--- src/rtl/bus_xbar_rr_pkg.sv ---
// Shared defaults and arbiter state encoding for the bus_xbar_rr interconnect.
// No logic of its own; the one-hot helper is purely combinational.
// No flow control here; consumers decide how these types are used.
package bus_xbar_rr_pkg;

  localparam int BUS_ADDR_W     = 30;
  localparam int BUS_DATA_W     = 32;
  localparam int BUS_SEL_W      = 3;
  localparam int BUS_TIMEOUT    = 255;
  localparam int BUS_MAX_MASTER = 8;

  typedef enum logic {
    BUS_ST_IDLE  = 1'b0,
    BUS_ST_OWNED = 1'b1
  } bus_st_e;

  // One-hot (or zero) to binary index; OR-reduction keeps it a flat mux tree.
  function automatic logic [2:0] bus_oh2idx(input logic [BUS_MAX_MASTER-1:0] oh);
    logic [2:0] idx;
    idx = '0;
    for (int i = 0; i < BUS_MAX_MASTER; i++) begin
      if (oh[i]) idx = idx | 3'(i);
    end
    return idx;
  endfunction

endpackage

--- src/rtl/bus_xbar_rr_arbiter.sv ---
// Round-robin bus arbiter; ownership is held while the owner keeps requesting.
// Latency: req in cycle n gives grnt in cycle n+1; release moves/clears grnt in n+1.
// Backpressure: requesters simply wait with req high until granted.
module bus_rr_arbiter
  import bus_xbar_rr_pkg::*;
#(
  parameter int N_MASTER = 4
) (
  input  logic                clk,
  input  logic                rest,
  input  logic [N_MASTER-1:0] req,
  output logic [N_MASTER-1:0] grnt
);

  localparam int                IDX_W    = $clog2(N_MASTER);
  localparam logic [IDX_W-1:0]  LAST_RST = IDX_W'(N_MASTER - 1);

  bus_st_e          state;
  logic [IDX_W-1:0] last;
  logic             pick_vld;
  logic [IDX_W-1:0] pick_idx;

  // Find the first requester after the last owner, wrapping around; the last
  // owner itself is checked last so a just-released master loses to others.
  always_comb begin
    int j;
    logic [IDX_W-1:0] jj;
    pick_vld = 1'b0;
    pick_idx = last;
    j        = 0;
    jj       = '0;
    for (int k = 1; k <= N_MASTER; k++) begin
      j = int'(last) + k;
      if (j >= N_MASTER) j = j - N_MASTER;
      jj = IDX_W'(j);
      if (!pick_vld && req[jj]) begin
        pick_vld = 1'b1;
        pick_idx = jj;
      end
    end
  end

  // Grant FSM: grab in IDLE, hold while owner requests, hand over on release.
  always_ff @(posedge clk or negedge rest) begin
    if (!rest) begin
      state <= BUS_ST_IDLE;
      last  <= LAST_RST;
      grnt  <= '0;
    end else begin
      case (state)
        BUS_ST_IDLE: begin
          if (pick_vld) begin
            state <= BUS_ST_OWNED;
            last  <= pick_idx;
            grnt  <= N_MASTER'(1) << pick_idx;
          end
        end
        BUS_ST_OWNED: begin
          if (!req[last]) begin
            if (pick_vld) begin
              last <= pick_idx;
              grnt <= N_MASTER'(1) << pick_idx;
            end else begin
              state <= BUS_ST_IDLE;
              grnt  <= '0;
            end
          end
        end
        default: begin
          state <= BUS_ST_IDLE;
          grnt  <= '0;
        end
      endcase
    end
  end

endmodule

--- src/rtl/bus_xbar_rr.sv ---
// Shared-bus interconnect: N masters, N slaves, round-robin ownership, address decode.
// Latency: grant is registered (1 cycle); address, decode and read paths are combinational.
// Backpressure: masters stall until bus_rdy; BUS_TIMEOUT_EN adds a timeout error for silent slaves.
module bus_xbar_rr
  import bus_xbar_rr_pkg::*;
#(
  parameter int N_MASTER = 4,
  parameter int N_SLAVE  = 8,
  parameter int ADDR_W   = BUS_ADDR_W,
  parameter int DATA_W   = BUS_DATA_W,
  parameter int SEL_W    = BUS_SEL_W,
  parameter int TIMEOUT  = BUS_TIMEOUT
) (
  input  logic                       clk,
  input  logic                       rest,
  input  logic [N_MASTER-1:0]        bus_m_req,
  input  logic [N_MASTER*ADDR_W-1:0] bus_m_addr,
  input  logic [N_MASTER-1:0]        bus_m_as,
  input  logic [N_MASTER-1:0]        bus_m_rw,
  input  logic [N_MASTER*DATA_W-1:0] bus_m_wr_data,
  output logic [N_MASTER-1:0]        bus_m_grnt,
  output logic [ADDR_W-1:0]          bus_s_addr,
  output logic                       bus_s_as,
  output logic                       bus_s_rw,
  output logic [DATA_W-1:0]          bus_s_wr_data,
  output logic [N_SLAVE-1:0]         bus_s_cs,
  input  logic [N_SLAVE*DATA_W-1:0]  bus_s_rd_data,
  input  logic [N_SLAVE-1:0]         bus_s_rdy,
  output logic [DATA_W-1:0]          bus_rd_data,
  output logic                       bus_rdy,
  output logic                       bus_err
);

  localparam int MIDX_W = $clog2(N_MASTER);

  logic              owned;
  logic [MIDX_W-1:0] oidx;
  logic [SEL_W-1:0]  sel;
  logic              mapped;
  logic              slv_rdy;
  logic [DATA_W-1:0] slv_data;
  logic              unmap_err;
  logic              to_fire;

  bus_rr_arbiter #(
    .N_MASTER (N_MASTER)
  ) u_arb (
    .clk  (clk),
    .rest (rest),
    .req  (bus_m_req),
    .grnt (bus_m_grnt)
  );

  assign owned = |bus_m_grnt;
  assign oidx  = MIDX_W'(bus_oh2idx(BUS_MAX_MASTER'(bus_m_grnt)));

  // Broadcast the owner's request to all slaves; an idle bus drives zeros.
  always_comb begin
    bus_s_addr    = '0;
    bus_s_as      = 1'b0;
    bus_s_rw      = 1'b0;
    bus_s_wr_data = '0;
    if (owned) begin
      bus_s_addr    = bus_m_addr[int'(oidx)*ADDR_W +: ADDR_W];
      bus_s_as      = bus_m_as[oidx];
      bus_s_rw      = bus_m_rw[oidx];
      bus_s_wr_data = bus_m_wr_data[int'(oidx)*DATA_W +: DATA_W];
    end
  end

  assign sel    = bus_s_addr[ADDR_W-1 -: SEL_W];
  assign mapped = (int'(sel) < N_SLAVE);

  // Decode the top address bits into a one-hot chip select.
  always_comb begin
    bus_s_cs = '0;
    if (owned && mapped) begin
      for (int i = 0; i < N_SLAVE; i++) begin
        if (int'(sel) == i) bus_s_cs[i] = 1'b1;
      end
    end
  end

  // Return path from whichever slave is selected.
  always_comb begin
    slv_rdy  = 1'b0;
    slv_data = '0;
    for (int i = 0; i < N_SLAVE; i++) begin
      if (bus_s_cs[i]) begin
        slv_rdy  = bus_s_rdy[i];
        slv_data = bus_s_rd_data[i*DATA_W +: DATA_W];
      end
    end
  end

  // A strobe to a hole in the map completes immediately with an error.
  assign unmap_err = owned && !mapped && bus_s_as;

  // Final response: timeout beats everything, then unmapped, then the slave.
  always_comb begin
    bus_rdy     = slv_rdy;
    bus_err     = 1'b0;
    bus_rd_data = slv_data;
    if (to_fire || unmap_err) begin
      bus_rdy     = 1'b1;
      bus_err     = 1'b1;
      bus_rd_data = '0;
    end
  end

`ifdef BUS_TIMEOUT_EN
  localparam int               CNT_W   = (TIMEOUT < 1) ? 1 : $clog2(TIMEOUT + 1);
  localparam logic [CNT_W-1:0] CNT_TOP = CNT_W'(TIMEOUT);

  logic             pend;
  logic [CNT_W-1:0] cnt;
  logic             own_chg;

  // Owner dropping req always moves or clears the grant at the next edge.
  assign own_chg = owned && !bus_m_req[oidx];
  // The counter stands at TIMEOUT exactly TIMEOUT cycles after the strobe.
  assign to_fire = pend && (cnt == CNT_TOP);

  // Track an unanswered strobe and count how long it has been waiting.
  always_ff @(posedge clk or negedge rest) begin
    if (!rest) begin
      pend <= 1'b0;
      cnt  <= '0;
    end else if (bus_rdy || own_chg) begin
      pend <= 1'b0;
      cnt  <= '0;
    end else if (pend || bus_s_as) begin
      pend <= 1'b1;
      cnt  <= cnt + 1'b1;
    end
  end
`else
  assign to_fire = 1'b0;
`endif

endmodule

--- config.mk ---
export PLATFORM = sky130hd
export DESIGN_NAME = bus_xbar_rr
export DESIGN_NICKNAME = d
export VERILOG_FILES = /design/src/rtl/bus_xbar_rr_pkg.sv /design/src/rtl/bus_xbar_rr_arbiter.sv /design/src/rtl/bus_xbar_rr.sv
export SDC_FILE = /design/constraint.sdc
export NUM_CORES = 1
export LEC_CHECK = 0
export ABC_AREA = 1
export CAP_MARGIN = 30
export CORE_AREA = 2 2 246 248
export CTS_BUF_LIST = sky130_fd_sc_hd__clkbuf_4 sky130_fd_sc_hd__clkbuf_8
export CTS_CLUSTER_DIAMETER = 100
export DETAILED_ROUTE_END_ITERATION = 8
export DIE_AREA = 0 0 248 250
export DONT_BUFFER_PORTS = 1
export PLACE_DENSITY = 0.3
export SYNTH_ARGS = -nofsm -noshare
export SYNTH_HDL_FRONTEND = slang
export SYNTH_HIERARCHICAL = 1
export SYNTH_SLANG_ARGS = --single-unit
--- constraint.sdc ---
create_clock -name clk -period 3.04 [get_ports clk]
set_input_delay 0.304 -clock clk [delete_from_list [all_inputs] [get_ports clk]]
set_output_delay 0.304 -clock clk [all_outputs]
set_load 0.01 [all_outputs]
==> flow_summary.json <==
{
  "grt_pass1_wl_um": 49100,
  "grt_setup_unrepaired": "false",
  "cts_made_buffers": 3,
  "r2r-start": "u_arb/last[0]$_DFFE_PN1P_",
  "setup_viol": 0,
  "antenna_left": 0,
  "fmax_ghz": 0.351,
  "clock_skew_ps": 0.230,
  "grt_pass1_vias": 7274,
  "area_growth_pct": 20.5,
  "grt_overflow": 0,
  "ys_types": 28,
  "ys_seq_area_frac": 0.0342,
  "syn-num-nets": 1627,
  "place_area_um2": 6120,
  "tritoncts": "yes",
  "syn-mean-instance-area_um2": 4.72,
  "worstPathArrival_ps": 2550,
  "clk_pin_slew_ps": 40,
  "clk-insertion-delay-late_ps": 230,
  "cp_max_fo": 24,
  "nFillCells": 7155,
  "detailroute.via_count": 7848,
  "crit_required_ps": 2740,
  "gp_congestion": 0.924,
  "peakVddDrop_uv": 810,
  "via_per_inst": 4.25,
  "num_rows": 90,
  "tns_ps": 0,
  "syn_area_um2": 5190,
  "powerDensity_nw_per_um2": 1520,
  "r2r_slack_ps": 1170,
  "clock_sinks": 7,
  "max_slew_margin": 0.472,
  "ios": 636,
  "clock_path_buffers": 2,
  "final_common_cell": "nor2_1",
  "nNetsFinal": 1586,
  "htreeDepth": 1,
  "drive_gt1_frac": 0.0973,
  "dr.pass1.iters": 6,
  "crit_type": "register to output pin",
  "synth_warnings": 6,
  "place_hpwl_um": 29700,
  "drt_iter0_markers": 776,
  "period_needed_ps": 2850,
  "die_h_um": 250,
  "fin_area_um2": 6260,
  "drt_wl_total_um": 36600,
  "die_area_um2": 62000,
  "r2r_end": "u_arb/grnt[3]$_DFFE_PN0P_",
  "syn_inst": 1101,
  "tightest_slew_ps": 792,
  "ys_ff_latch": 7,
  "grt_max_degree": 123,
  "hold_path.class": "primary input to asynchronous set/reset pin",
  "reg2reg_depth": 11,
  "p_leak_uw": 0.00242,
  "final_cell_mix": "312 x nor2_1, 188 x nand2_1, 138 x nand3_1, 123 x o21ai_0, 72 x a21oi_1",
  "drv_cap": 0,
  "slew_viol_final": 0,
  "core_area_um2": 59600,
  "status": "complete, no violations",
  "hold_viol_final": 0,
  "antenna_found_initial": 9,
  "drc": 0,
  "startpoint_type": "register",
  "finalHoldWorstSlack_ps": 416,
  "period_share": 0.938,
  "fp.dieW_um": 248,
  "grt_use_total": 0.106,
  "start_util": 0.0872,
  "wire_per_inst_um": 19.8,
  "crit_path_end_kind": "output pin",
  "io_buffers": 0,
  "clock-root-buffer": "clkbuf_8"
}
-- where the power goes --
group / total (uW) / internal (uW) / switching, uW / leakage (uW)
logic: 9120 / 2480 / 6640 / 0.00231
clock network: 144 / 100 / 43.9 / 0.0000262
registers: 245 / 151 / 93.9 / 0.0000809
total: 9510 / 2730 / 6770 / 0.00242
-- flip-flops by register name (all words and copies together), names as in the netlist --
signal       count
u_arb/grnt       4
u_arb/last       2
u_arb/state      1
-- synthesized netlist by cell type --
library cell	instances	area [um2]
nand4_1	58	363
nor2_1	312	1170
buf_6	6	67.6
nand3_2	5	50.1
dfrtp_1	5	125
dfstp_2	2	52.6
conb_1	1	3.75
nor2_4	8	90.1
nand2_1	188	706
o21ai_2	1	8.76
nor3_4	1	16.3
or2_1	1	6.26
buf_2	31	155
nand2_2	15	93.8
nand3_4	3	52.6
nand3_1	138	691
nand2_4	4	45.0
inv_1	54	203
buf_1	15	56.3
o21ai_0	123	616
nor2_2	5	31.3
nor3_1	1	5.00
inv_4	1	6.26
buf_4	6	45.0
clkbuf_1	29	109
inv_2	13	48.8
o21ai_1	3	15.0
a21oi_1	72	360
-- kinds of logic after synthesis --
family | after synthesis | share of synthesized area
flip-flops | 7 | 0.0342
buffers and inverters | 155 | 0.133
AO/OA/AOI/OAI | 199 | 0.193
AND/OR/NAND/NOR | 739 | 0.640
other | 1 | 0.000722
-- cell type report --
class                   instances  area, um2  area share
diodes                          6       15.0     0.00240
clock buffers                   4       48.8     0.00780
inverters                      68        265      0.0424
multi-input cells             939       4340       0.694
flip-flops and latches          7        179      0.0286
well taps                     782        978       0.156
repair buffers                 41        427      0.0682
-- how the worst max path moves through the flow --
stage                      end  slack (ps)                      start  cells after the start
2_1_floorplan  bus_rd_data[12]         940  u_arb/grnt[1]$_DFFE_PN0P_                     12
3_3_place_gp   bus_rd_data[24]         150  u_arb/grnt[3]$_DFFE_PN0P_                     12
3_5_place_dp   bus_rd_data[24]         130  u_arb/grnt[3]$_DFFE_PN0P_                     12
4_1_cts        bus_rd_data[30]          80  u_arb/grnt[3]$_DFFE_PN0P_                     12
5_1_grt        bus_rd_data[30]           6  u_arb/grnt[3]$_DFFE_PN0P_                     13
6_report       bus_rd_data[26]         190  u_arb/grnt[3]$_DFFE_PN0P_                     10
-- stage by stage --
stage          power (uW)  worst slack (ps)  utilization  cells
2_1_floorplan        6450               936            -   1101
3_3_place_gp         9120               153        0.103   1831
3_5_place_dp         9180               127        0.103   1831
4_1_cts              9370              81.1        0.104   1836
5_1_grt             10400              5.97        0.105   1847
6_report             9510               187        0.105   1847
-- worst max-delay path: stages, from the launching register on --
cell	delay, ps
dfrtp_1	510
nor2_4	260
nand2_2	90
nand3_2	120
nand3_4	270
nand2_4	190
nor2_2	70
inv_4	260
nor2_1	70
nor2_1	200
nand4_1	230
-- layer usage --
layer	global-route usage	up-vias	share of wire
li1	-	3539	-
met1	0.130	3673	0.39
met2	0.185	582	0.48
met3	0.0256	50	0.10
met4	0.0250	4	0.024
met5	0	-	0.00090
-- repair_timing --
action	in CTS	in global routing
pin swaps	0	2
endpoints found under the hold margin	7	0
setup buffers	0	5
endpoints found under the setup margin	2	20
gates resized for setup	2	4
hold buffers	1	0
No activity file was read; power rests on OpenSTA's default activity.
